File: src/rtl/bus_invert_rx.sv
// bus_invert_rx: receive side of the segmented bus-invert link.
// Decodes {X, INV} words into S, buffers them in a 2-entry FIFO and keeps
// word/error statistics. Optional protocol checker is compiled in when the
// macro PROTOCOL_CHECK_EN is defined; without it err_cnt, seg_err and
// err_pulse are tied to zero.
module bus_invert_rx #(
  parameter int M = 5,
  parameter int k = 32,
  parameter int A = 8
) (
  input  logic           clk,
  input  logic           rst,
  input  logic           en,
  input  logic [k+M-1:0] bus_in,
  input  logic           bus_valid,
  output logic           bus_ready,
  output logic [k-1:0]   s_out,
  output logic           s_valid,
  input  logic           s_ready,
  input  logic           clr_stats,
  output logic [15:0]    word_cnt,
  output logic [15:0]    err_cnt,
  output logic [M-1:0]   seg_err,
  output logic           err_pulse
);

  // Segments 0..R-1 are WA bits wide, the remaining ones WB bits wide.
  localparam int unsigned R  = (k + M) % M;
  localparam int unsigned WA = A - 1;
  localparam int unsigned WB = A - 2;

  // Queue occupancy encodings.
  localparam logic [1:0] EMPTY = 2'd0;
  localparam logic [1:0] ONE   = 2'd1;
  localparam logic [1:0] FULL  = 2'd2;

  function automatic int unsigned seg_width(input int unsigned i);
    return (i < R) ? WA : WB;
  endfunction

  function automatic int unsigned seg_lo(input int unsigned i);
    int unsigned lo;
    lo = 0;
    for (int unsigned n = 0; n < i; n++) begin
      lo = lo + seg_width(n);
    end
    return lo;
  endfunction

  // Bit mask covering segment i of a k-bit word (segment 0 at the LSBs).
  function automatic logic [k-1:0] seg_mask(input int unsigned i);
    logic [k-1:0] m;
    int unsigned  lo;
    int unsigned  hi;
    m  = '0;
    lo = seg_lo(i);
    hi = lo + seg_width(i);
    for (int unsigned b = 0; b < k; b++) begin
      if (b >= lo && b < hi) m[b] = 1'b1;
    end
    return m;
  endfunction

  logic [k-1:0] x_in;
  logic [M-1:0] inv_in;
  logic [k-1:0] inv_bits;
  logic [k-1:0] dec;
  logic         accept;
  logic         pop;

  logic [1:0]   count;
  logic [1:0]   count_nxt;
  logic [k-1:0] tail;
  logic [k-1:0] head_nxt;
  logic [k-1:0] tail_nxt;

  logic [k-1:0] x_prev;
  logic [M-1:0] inv_prev;

  assign x_in      = bus_in[k+M-1:M];
  assign inv_in    = bus_in[M-1:0];
  assign bus_ready = en & (count < FULL);
  assign accept    = en & bus_valid & bus_ready;
  assign pop       = en & s_valid & s_ready;

  // Expand the per-segment INV flags to a per-bit inversion mask and decode.
  always_comb begin
    inv_bits = '0;
    for (int unsigned i = 0; i < M; i++) begin
      if (inv_in[i]) inv_bits = inv_bits | seg_mask(i);
    end
    dec = x_in ^ inv_bits;
  end

  // Next queue contents; s_out is the head register itself.
  always_comb begin
    count_nxt = count;
    head_nxt  = s_out;
    tail_nxt  = tail;
    case (count)
      EMPTY: begin
        if (accept) begin
          head_nxt  = dec;
          count_nxt = ONE;
        end
      end
      ONE: begin
        if (accept && pop) begin
          head_nxt = dec;
        end else if (accept) begin
          tail_nxt  = dec;
          count_nxt = FULL;
        end else if (pop) begin
          count_nxt = EMPTY;
        end
      end
      FULL: begin
        if (pop) begin
          head_nxt  = tail;
          count_nxt = ONE;
        end
      end
      default: count_nxt = EMPTY;
    endcase
  end

  // Queue registers; s_valid tracks the next occupancy so it is registered.
  always_ff @(posedge clk) begin
    if (rst) begin
      count   <= EMPTY;
      s_out   <= '0;
      tail    <= '0;
      s_valid <= 1'b0;
    end else begin
      count   <= count_nxt;
      s_out   <= head_nxt;
      tail    <= tail_nxt;
      s_valid <= (count_nxt != EMPTY);
    end
  end

  // Last accepted encoded word, the reference for the inversion decision.
  always_ff @(posedge clk) begin
    if (rst) begin
      x_prev   <= '0;
      inv_prev <= '0;
    end else if (accept) begin
      x_prev   <= x_in;
      inv_prev <= inv_in;
    end
  end

  // Accepted-word counter, saturating; clr_stats wins over an increment.
  always_ff @(posedge clk) begin
    if (rst) begin
      word_cnt <= '0;
    end else if (en) begin
      if (clr_stats)                        word_cnt <= '0;
      else if (accept && word_cnt != '1)    word_cnt <= word_cnt + 16'd1;
    end
  end

`ifdef PROTOCOL_CHECK_EN
  localparam int unsigned CW = $clog2(A) + 1;

  logic [k-1:0]  diff;
  logic [k-1:0]  masked;
  logic [CW-1:0] seg_sum [M];
  logic [CW-1:0] half;
  logic          exp_inv;
  logic [M-1:0]  viol;

  // Re-derive the transmitter's per-segment decision and flag disagreement.
  always_comb begin
    diff    = dec ^ x_prev;
    masked  = '0;
    half    = '0;
    exp_inv = 1'b0;
    viol    = '0;
    for (int unsigned i = 0; i < M; i++) begin
      seg_sum[i] = '0;
      masked     = diff & seg_mask(i);
      for (int unsigned b = 0; b < k; b++) begin
        seg_sum[i] = seg_sum[i] + CW'(masked[b]);
      end
      half    = CW'(seg_width(i) / 2);
      exp_inv = (seg_sum[i] > half) | ((seg_sum[i] == half) & inv_prev[i]);
      viol[i] = (inv_in[i] != exp_inv);
    end
  end

  // Error statistics; err_pulse marks the edge that registered a bad word.
  always_ff @(posedge clk) begin
    if (rst) begin
      err_cnt   <= '0;
      seg_err   <= '0;
      err_pulse <= 1'b0;
    end else if (en) begin
      err_pulse <= accept & (|viol);
      if (clr_stats) begin
        err_cnt <= '0;
        seg_err <= '0;
      end else if (accept) begin
        if ((|viol) && err_cnt != '1) err_cnt <= err_cnt + 16'd1;
        seg_err <= seg_err | viol;
      end
    end
  end
`else
  // Checker not built; history registers are kept for drop-in equivalence.
  logic unused_prev;
  assign unused_prev = ^{x_prev, inv_prev};
  assign err_cnt     = '0;
  assign seg_err     = '0;
  assign err_pulse   = 1'b0;
`endif

endmodule
File: config.mk
export PLATFORM = sky130hd
export DESIGN_NAME = bus_invert_rx
export DESIGN_NICKNAME = d
export VERILOG_FILES = /design/src/rtl/bus_invert_rx.sv
export SDC_FILE = /design/constraint.sdc
export NUM_CORES = 1
export LEC_CHECK = 0
export ABC_AREA = 1
export BUFFER_PORTS_ARGS = -buffer_cell sky130_fd_sc_hd__clkbuf_2
export CORE_MARGIN = 8
export CORE_UTILIZATION = 47
export CTS_CLUSTER_DIAMETER = 60
export CTS_CLUSTER_SIZE = 14
export DETAILED_ROUTE_END_ITERATION = 8
export PLACE_DENSITY = 0.74
export SETUP_SLACK_MARGIN = 0.02
export SKIP_CTS_REPAIR_TIMING = 1
export SYNTH_ARGS = -nofsm -noshare
export SYNTH_HDL_FRONTEND = slang
export SYNTH_SLANG_ARGS = --single-unit
File: constraint.sdc
create_clock -name clk -period 1.53 [get_ports clk]
set_input_delay 0 -clock clk [delete_from_list [all_inputs] [get_ports clk]]
set_output_delay 0 -clock clk [all_outputs]
set_load 0.005 [all_outputs]
==> metrics.txt, run 1 <==
XOR/XNOR Fraction of Synth Area 0.06996; core box area 0.008636 mm2; slowest CP cell dfxtp_2; TritonCTS Buffers 9; GP Congestion 0.8820; Area growth syn-to-layout 29.98%; status finished, violations left; share of layout cells above drive strength 1 0.2900; critical path class reg2reg; Pwr Density 886.6 mW/mm2; multi-input logic area 0.002253 mm2; Die ar. 0.01205 mm2; Initial Util 0.4784; routed len/inst 14.19 um; CP peak stage delay 0.36 ns; number of global-route vias before repair 3,763; H-Tree Depth 3; clk slew on worst S/H paths 0.09 ns; CTS tree done; Worst Path Required 1.81 ns; count of final hold-check violations 6; RSZ-0062 raised after global routing true; Final ANT Viol Nets 0; Total Power 0.004761 W; post-synthesis mux area share 0; CP dominant cell by count nand2_4; CTS Sinks 83; total negative slack -0.07889 ns; Cell Area, Synth 0.004131 mm2; ys flop type dfxtp_1; Syn Area/Cell 7.312 um2; Final Cycle Share 1.038; FF+latch count, synth 83; first-pass GRT wire length 17,330 um; Max Clk Rate 629.4 MHz; Final Slew Violations 0; drt first-iter violations 229; clk_lat worst skew 0.35 ns; pre-CTS WS -0.01289 ns; final hold slack -0.01469 ns; CTS root buf clkbuf_8; initial antenna violation count 0; Final Skew 0.008777 ns; most frequent cells in the layout 95 x nand2_1, 92 x clkbuf_2, 78 x dfxtp_1; Synth Area in Compound Gates 0.1844; simple-gate share of the synthesized area 0.2356; sequential area share after synthesis 0.4022; CTS Buffer Depth 2; Overflow after GRT 0; diodes inserted 0; final core occ 0.6218; worst-path cell chain ha_4 -> nand2_4 -> nor2_4 -> nand2_2 -> o21ai_2 -> nand2_4 -> buf_6 -> nand3_2 -> nand2_1 -> nor2_1; failing checks negative hold slack, negative setup slack; final net count 732; CP Capture Type register; Die W 109.8 um; Critical Path AT 1.87 ns; hold crit path type in2reg; detailed placer's ending HPWL 7926 um; Synth cell types 32; # IOs 115; LEAKAGE 2.260 nW; Worst VDD drop 0.0006371 V; setup ws final -0.05889 ns; die span in y 109.8 um; port buffer count 92; most common cell after layout, fill and taps aside nand2_1; Via Count 4,107; critical-path maximum fanout 5; Startpoint Class register; num rows 34; final setup violation count 3; yosys warns 0; cell count after synthesis 565; 1st-pass router iterations 6; largest family of logic cells by synthesized area simple AND/OR/NAND/NOR gates; final wirelength 11,370 um; Vias/cell 5.127; max-cap viol count 0; Residual DRC 0; largest net degree at the start of global routing 64; Final min period 1.589 ns; GRT Total Usage 0.1777; Reg area 0.001668 mm2; area share of fa/ha/maj cells after synthesis 0.003028; EDFF count, synth 0; ys async rst share 0; FILL cells 796
==> final timing paths <==
| path | from | endpoint | slack [ns] | cells past startpoint |
|---|---|---|---|---|
| setup reg to reg | word_cnt[0] | word_cnt[14] | -0.06 | 10 |
| hold reg to reg | s_out[12] | s_out[12] | 0.46 | 2 |
| hold / removal | bus_in[7] | tail[2] | -0.01 | 3 |
| setup / recovery | word_cnt[0] | word_cnt[14] | -0.06 | 10 |
==> metrics by stage <==
| step | instances | instance area [um2] |
|---|---|---|
| 2_1_floorplan | 586 | 4214 |
| 3_3_place_gp | 762 | 4765 |
| 3_5_place_dp | 762 | 4765 |
| 4_1_cts | 778 | 4967 |
| 5_1_grt | 801 | 5370 |
| 6_report | 801 | 5370 |
==> registers in the layout (all words and copies together), names as in the netlist <==
| register | cells |
|---|---|
| tail | 32 |
| s_out | 32 |
| count | 2 |
| s_valid | 1 |
| word_cnt | 16 |
==> worst max-delay path, delay by kind of cell, from the launching register on <==
kind                       cells  cell delay (ns)
DFF                            1             0.36
buffers and inverters          1             0.15
AOI/OAI and AO/OA              1             0.18
and+or+nand+nor                7             0.67
adders and majority gates      1             0.16
==> cell usage after synthesis, drive strengths merged (3+ instances only) <==
cell / count / share of area
nor2: 69 / 0.067
o21ai: 72 / 0.088
nand3: 29 / 0.040
clkbuf: 11 / 0.010
xnor2: 29 / 0.061
dfxtp: 83 / 0.40
a31oi: 14 / 0.021
nand4: 5 / 0.0076
nor3: 3 / 0.0036
xor2: 4 / 0.0085
a21oi: 47 / 0.057
buf: 45 / 0.069
nand2: 103 / 0.099
or2: 11 / 0.017
a211oi: 9 / 0.016
inv: 26 / 0.024
==> power by group <==
group	total, W	internal (W)	switching [W]
logic	0.000804	0.000365	0.000439
registers	0.00234	0.00227	0.0000705
clock network	0.00161	0.000795	0.000817
==> metal layers <==
| metal | wire (um) | GRT usage |
|---|---|---|
| met1 | 4896 | 0.2125 |
| met5 | 0 | 0 |
| met4 | 169 | 0.06943 |
| met3 | 675 | 0.04279 |
| met2 | 5625 | 0.3006 |
==> logic make-up (layout without fill, tap and decap cells) <==
kind of cell	count (synthesis)	in the layout
fa+ha+maj	1	1
other cells	1	22
buf+inv	83	190
compound gates	143	143
flops	83	83
xor+xnor	33	33
simple gates	221	221
==> area by class of cell <==
| class | count | share of cell area |
|---|---|---|
| multi-input cells | 420 | 0.4196 |
| clock inverters | 6 | 0.01212 |
| flip-flops and latches | 83 | 0.3106 |
| clock buffers | 10 | 0.02563 |
| well taps | 108 | 0.02516 |
| repair buffers | 147 | 0.1876 |
| inverters | 27 | 0.01934 |
Power figures use the tool's default switching activity.
==> run 2, diff against run 1 <==
--- a/config.mk
+++ b/config.mk
@@ -7,13 +7,14 @@
 export LEC_CHECK = 0
 export ABC_AREA = 1
 export BUFFER_PORTS_ARGS = -buffer_cell sky130_fd_sc_hd__clkbuf_2
+export CORE_ASPECT_RATIO = 0.9
 export CORE_MARGIN = 8
 export CORE_UTILIZATION = 47
 export CTS_CLUSTER_DIAMETER = 60
 export CTS_CLUSTER_SIZE = 14
 export DETAILED_ROUTE_END_ITERATION = 8
 export PLACE_DENSITY = 0.74
-export SETUP_SLACK_MARGIN = 0.02
+export SETUP_SLACK_MARGIN = 0.1
 export SKIP_CTS_REPAIR_TIMING = 1
 export SYNTH_ARGS = -nofsm -noshare
 export SYNTH_HDL_FRONTEND = slang
==> run 2 against run 1 <==
Fmax rose by 2.2%. Global-route usage rose by 0.76 points. Worst hold slack got worse by 0.0067 ns. Largest power group unchanged. Flip-flop and latch count did not move. Power rose by 4.4%. The run still ends with negative hold slack, negative setup slack left. Final cell count rose by 2.5%. Wire length rose by 5.8%. Critical path type unchanged. Critical path depth rose by 1. Combinational power rose by 3.0%. Largest cell class unchanged. Core utilization rose by 1.7 points.
==> metrics.txt, run 2 (synthesized netlist as in run 1, its figures left out) <==
clk_lat worst skew 0.36 ns (was 0.35 ns); 1st-pass router iterations 5 (was 6); number of global-route vias before repair 3,897 (was 3,763); Final ANT Viol Nets 0 (unchanged); core box area 0.008568 mm2 (was 0.008636 mm2); final net count 741 (was 732); LEAKAGE 2.316 nW (was 2.260 nW); initial antenna violation count 0 (unchanged); Reg area 0.001674 mm2 (was 0.001668 mm2); Final Slew Violations 0 (unchanged); post-layout instance area 0.005472 mm2 (was 0.005370 mm2); Final Cycle Share 1.016 (was 1.038); Pwr Density 908.9 mW/mm2 (was 886.6 mW/mm2); Critical Path AT 1.81 ns (was 1.87 ns); final core occ 0.6386 (was 0.6218); Residual DRC 0 (unchanged); Worst VDD drop 0.0007021 V (was 0.0006371 V); failing checks negative hold slack, negative setup slack (unchanged); detailed placer's ending HPWL 8086 um (was 7926 um); hold crit path type in2reg (unchanged); Startpoint Class register (unchanged); H-Tree Depth 3 (unchanged); Worst Hold Path Cells 3 (unchanged); CTS Sinks 83 (unchanged); Via Count 4,258 (was 4,107); die span in y 104.9 um (was 109.8 um); RSZ-0062 raised after global routing true (unchanged); final setup violation count 5 (was 3); status finished, violations left (unchanged); most common cell after layout, fill and taps aside nand2_1 (unchanged); Max Clk Rate 643.4 MHz (was 629.4 MHz); CTS tree done (unchanged); Vias/cell 5.186 (was 5.127); biggest regs s_out x32, tail x32, word_cnt x16 (unchanged); count of final hold-check violations 5 (was 6); critical-path maximum fanout 6 (was 5); num rows 32 (was 34); Overflow after GRT 0 (unchanged); FILL cells 772 (was 796); Worst Path Required 1.79 ns (was 1.81 ns); multi-input logic area 0.002218 mm2 (was 0.002253 mm2); Die W 114.8 um (was 109.8 um); CTS Buffer Depth 2 (unchanged); GRT Total Usage 0.1852 (was 0.1777); clk slew on worst S/H paths 0.09 ns (about the same); GP Congestion 0.8585 (was 0.8820); routed len/inst 14.65 um (was 14.19 um); diodes inserted 0 (unchanged); # IOs 115 (unchanged); critical path class reg2reg (unchanged); port buffer count 92 (unchanged); drt first-iter violations 289 (was 229); Area growth syn-to-layout 32.43% (was 29.98%); Cell Area, Placed 0.004802 mm2 (was 0.004765 mm2); Die ar. 0.01205 mm2 (about the same); first-pass GRT wire length 18,410 um (was 17,330 um); CP Capture Type register (unchanged); Final Skew 0.01279 ns (was 0.008777 ns); final wirelength 12,030 um (was 11,370 um); most frequent cells in the layout 96 x nand2_1, 92 x clkbuf_2, 77 x dfxtp_1 (was 95 x nand2_1, 92 x clkbuf_2, 78 x dfxtp_1); Initial Util 0.4822 (was 0.4784); Worst Reg-to-Reg Cells 11 (was 10); Worst R2R Setup Slack -0.02 ns (was -0.06 ns); final hold slack -0.02135 ns (was -0.01469 ns); max-cap viol count 0 (unchanged); Final min period 1.554 ns (was 1.589 ns); largest net degree at the start of global routing 63 (was 64); share of layout cells above drive strength 1 0.2863 (was 0.2900); setup ws final -0.02432 ns (was -0.05889 ns); CTS root buf clkbuf_8 (unchanged); TritonCTS Buffers 9 (unchanged)
## run 2: changes by cell type in the layout (fill, tap and decap cells not counted), sizes merged
cell	delta
buf	+7
inv	+1
bufinv	+1
clkbuf	+3
clkinvlp	-3
## run 2: area by class of cell
class,count,area share
Multi-Input combinational cell,420,0.4054
Sequential cell,83,0.3060
Tap cell,119,0.02721
Timing Repair Buffer,156,0.2010
Clock buffer,11,0.02584
Clock inverter,5,0.01555
Inverter,27,0.01898
## run 2: path summary, 6_finish.rpt
path / start / end
worst max-delay path: word_cnt[0] / word_cnt[10]
worst max register to register: word_cnt[0] / word_cnt[10]
worst min register to register: s_out[12] / s_out[12]
worst min-delay path: bus_in[10] / tail[5]
## run 2: metal layers
layer / up-vias / global-route usage / part of all wire
met4: 0 / 0.06935 / 0.024
met5: - / 0 / 0
li1: 2086 / - / -
met2: 164 / 0.2950 / 0.48
met3: 31 / 0.04603 / 0.073
met1: 1977 / 0.2362 / 0.43
## run 2: power breakdown
| group | internal [W] | switching [W] | total, W |
|---|---|---|---|
| logic | 0.000382 | 0.000446 | 0.000828 |
| clock network | 0.000974 | 0.000825 | 0.00180 |
| registers | 0.00227 | 0.0000728 | 0.00235 |
| total | 0.00363 | 0.00134 | 0.00497 |
## run 2: metrics by stage
step | instances | TNS, ns | power (W) | setup slack, ns
global placement | 773 | 0 | 0.003091 | 0.005894
floorplan | 586 | 0 | 0.002865 | 0.1004
global route | 821 | -1.326 | 0.005203 | -0.1167
CTS | 789 | -0.009957 | 0.004889 | -0.006105
finish | 821 | -0.05243 | 0.004973 | -0.02432
detailed placement | 773 | 0 | 0.003114 | 0.009496
## run 2: worst max-delay path, stage by stage (launching register included)
cell       delay [ns]
dfxtp_4          0.38
ha_4             0.16
nand2_4          0.06
nor2_4           0.11
nand2_2          0.07
o21ai_2          0.18
nand2_4          0.13
clkbuf_16        0.19
nand3_2          0.05
nand2_1          0.05
inv_1            0.04
nor2_1           0.04
==> run 3, diff against run 2 <==
--- a/config.mk
+++ b/config.mk
@@ -13,7 +13,7 @@
 export CTS_CLUSTER_DIAMETER = 60
 export CTS_CLUSTER_SIZE = 14
 export DETAILED_ROUTE_END_ITERATION = 8
-export PLACE_DENSITY = 0.74
+export PLACE_DENSITY = 0.76
 export SETUP_SLACK_MARGIN = 0.1
 export SKIP_CTS_REPAIR_TIMING = 1
 export SYNTH_ARGS = -nofsm -noshare
==> run 3 against run 2 <==
The run ends with negative hold slack left. Count of clock-buffer cells in the layout shrank 1. Fmax grew 1.8%. Die area is the same. Critical endpoint is now word_cnt[15].
==> metrics.txt, run 3 (synthesized netlist as in run 1, its figures left out) <==
status finished, violations left (unchanged); failing checks negative hold slack (was negative hold slack, negative setup slack); diodes inserted 0 (unchanged); Via Count 4,132 (was 4,258); routed len/inst 14.41 um (was 14.65 um); Gate power share 0.171 (was 0.166); count of final hold-check violations 5 (unchanged); final wirelength 11,750 um (was 12,030 um); switching share of power 0.2843 (was 0.2703); Cell Area, Placed 0.004752 mm2 (was 0.004802 mm2); GRT Total Usage 0.1787 (was 0.1852); Die W 114.8 um (unchanged); num rows 32 (unchanged); GP Congestion 0.9176 (was 0.8585); Int Power 0.003473 W (was 0.003629 W); Area growth syn-to-layout 31.65% (was 32.43%); share of layout cells above drive strength 1 0.2845 (was 0.2863); Final Skew 0.009687 ns (was 0.01279 ns); drt first-iter violations 265 (was 289); Startpoint Class register (unchanged); Worst VDD drop 0.0004766 V (was 0.0007021 V); Residual DRC 0 (unchanged); post-layout instance area 0.005439 mm2 (was 0.005472 mm2); max-cap viol count 0 (unchanged); CTS Sinks 83 (unchanged); CP peak stage delay 0.36 ns (was 0.38 ns); final setup violation count 0 (was 5); Total Power 0.004852 W (was 0.004973 W); Worst Path Required 1.78 ns (was 1.79 ns); slowest CP cell dfxtp_2 (was dfxtp_4); Final min period 1.527 ns (was 1.554 ns); final core occ 0.6348 (was 0.6386); critical-path maximum fanout 8 (was 6); Vias/cell 5.070 (was 5.186); RSZ-0062 raised after global routing true (unchanged); Flop pwr share 0.484 (was 0.472); largest net degree at the start of global routing 39 (was 63); CTS root buf clkbuf_8 (unchanged); Die ar. 0.01205 mm2 (unchanged); CP Capture Type register (unchanged); die span in y 104.9 um (unchanged); Setup crit end word_cnt[15] (was word_cnt[10]); core box area 0.008568 mm2 (unchanged); worst-path cell chain ha_4 -> nand2_4 -> nor2_4 -> nand2_2 -> o21ai_2 -> nand2_4 -> nand2_8 -> buf_12 -> nand2_1 -> nand2_1 -> nor2_1 (was ha_4 -> nand2_4 -> nor2_4 -> nand2_2 -> o21ai_2 -> nand2_4 -> clkbuf_16 -> nand3_2 -> nand2_1 -> inv_1 -> nor2_1); LEAKAGE 2.276 nW (was 2.316 nW); port buffer count 92 (unchanged); clk slew on worst S/H paths 0.09 ns (about the same); TritonCTS Buffers 9 (unchanged); 1st-pass router iterations 5 (unchanged); biggest regs s_out x32, tail x32, word_cnt x16 (unchanged); Final Slew Violations 0 (unchanged); Placed Cells 768 (was 773); # IOs 115 (unchanged); hold crit path type in2reg (unchanged); Critical Path Source word_cnt[0] (unchanged); CTS tree done (unchanged); worst r2r dst word_cnt[15] (was word_cnt[10]); CTS Buffer Depth 2 (unchanged); final hold slack -0.03308 ns (was -0.02135 ns); Max Clk Rate 655.0 MHz (was 643.4 MHz); part of the power in the clock network 0.345 (was 0.362); critical path class reg2reg (unchanged); Pwr Density 892.1 mW/mm2 (was 908.9 mW/mm2); most common cell after layout, fill and taps aside nand2_1 (unchanged); detailed placer's ending HPWL 7817 um (was 8086 um); R2R Path Start word_cnt[0] (unchanged); number of global-route vias before repair 3,821 (was 3,897); Worst R2R Setup Slack 0.003 ns (was -0.02 ns); clk_lat worst skew 0.36 ns (about the same); Overflow after GRT 0 (unchanged); Non-Filler Instances 815 (was 821); Worst Reg-to-Reg Cells 11 (unchanged); Final Cycle Share 0.9978 (was 1.016); Critical Path AT 1.78 ns (was 1.81 ns); most frequent cells in the layout 95 x nand2_1, 92 x clkbuf_2, 75 x dfxtp_1 (was 96 x nand2_1, 92 x clkbuf_2, 77 x dfxtp_1); final net count 735 (was 741); Final ANT Viol Nets 0 (unchanged); Initial Util 0.4822 (unchanged); H-Tree Depth 3 (unchanged); Net Sw Power 0.001379 W (was 0.001344 W); initial antenna violation count 0 (unchanged); first-pass GRT wire length 17,680 um (was 18,410 um)
[run 3: cell count changes in the layout (fill, tap and decap cells not counted), moves of 4 or more]
cell and change:
buf_4 -16, buf_6 +5, dfxtp_2 +4, dlygate4sd3_1 +4
[run 3: worst min path at each step]
stage | slack [ns] | from | depth (start not counted) | to
after floorplan | 0.06 | en | 2 | bus_ready
after global placement | 0.31 | bus_in[35] | 3 | tail[30]
after detailed placement | 0.32 | bus_in[35] | 3 | tail[30]
after CTS | -0.06 | bus_in[24] | 3 | tail[19]
after global routing | 0.001 | bus_in[20] | 3 | tail[15]
final | -0.03 | bus_in[12] | 3 | tail[7]
[run 3: through the flow]
step / setup slack, ns / hold WS [ns] / TNS (ns)
detailed placement: 0.007365 / 0.3224 / 0
finish: 0.003340 / -0.03308 / 0
global placement: 0.06222 / 0.3141 / 0
floorplan: 0.1004 / 0.06458 / 0
global route: -0.08633 / 0.001274 / -0.7366
CTS: -0.01802 / -0.06261 / -0.02504
[run 3: power by group through the flow]
stage / sequential [W] / combinational (W) / clock [W]
floorplan: 0.00239 / 0.000479 / 0
CTS: 0.00234 / 0.000716 / 0.00170
global route: 0.00236 / 0.000921 / 0.00179
global placement: 0.00238 / 0.000697 / 0
finish: 0.00235 / 0.000830 / 0.00168
detailed placement: 0.00239 / 0.000712 / 0
[run 3: worst max-delay path, delay by kind of cell, from the launching register on]
kind / cells / cell delay (ns)
AND/OR/NAND/NOR: 8 / 0.60
AO/OA/AOI/OAI: 1 / 0.18
buffers and inverters: 1 / 0.11
flip-flops: 1 / 0.36
adder cells (fa/ha/maj): 1 / 0.16
[run 3: final cells by class]
| class | instances | area, um2 |
|---|---|---|
| tap | 119 | 148.9 |
| sequential | 83 | 1672 |
| fill | 771 | 3129 |
| clock inverter | 6 | 71.32 |
| timing repair buffer | 150 | 1061 |
| inverter | 27 | 108.9 |
| multi-input combinational | 420 | 2240 |
| clock buffer | 10 | 137.6 |
[run 3: per-layer routing]
metal  share of wire  vias up  global-route usage
li1                -     2073                   -
met4           0.016        0             0.06373
met3           0.081       17             0.05351
met2            0.49      151              0.2946
met1            0.41     1891              0.2155
met5               0        -                   0
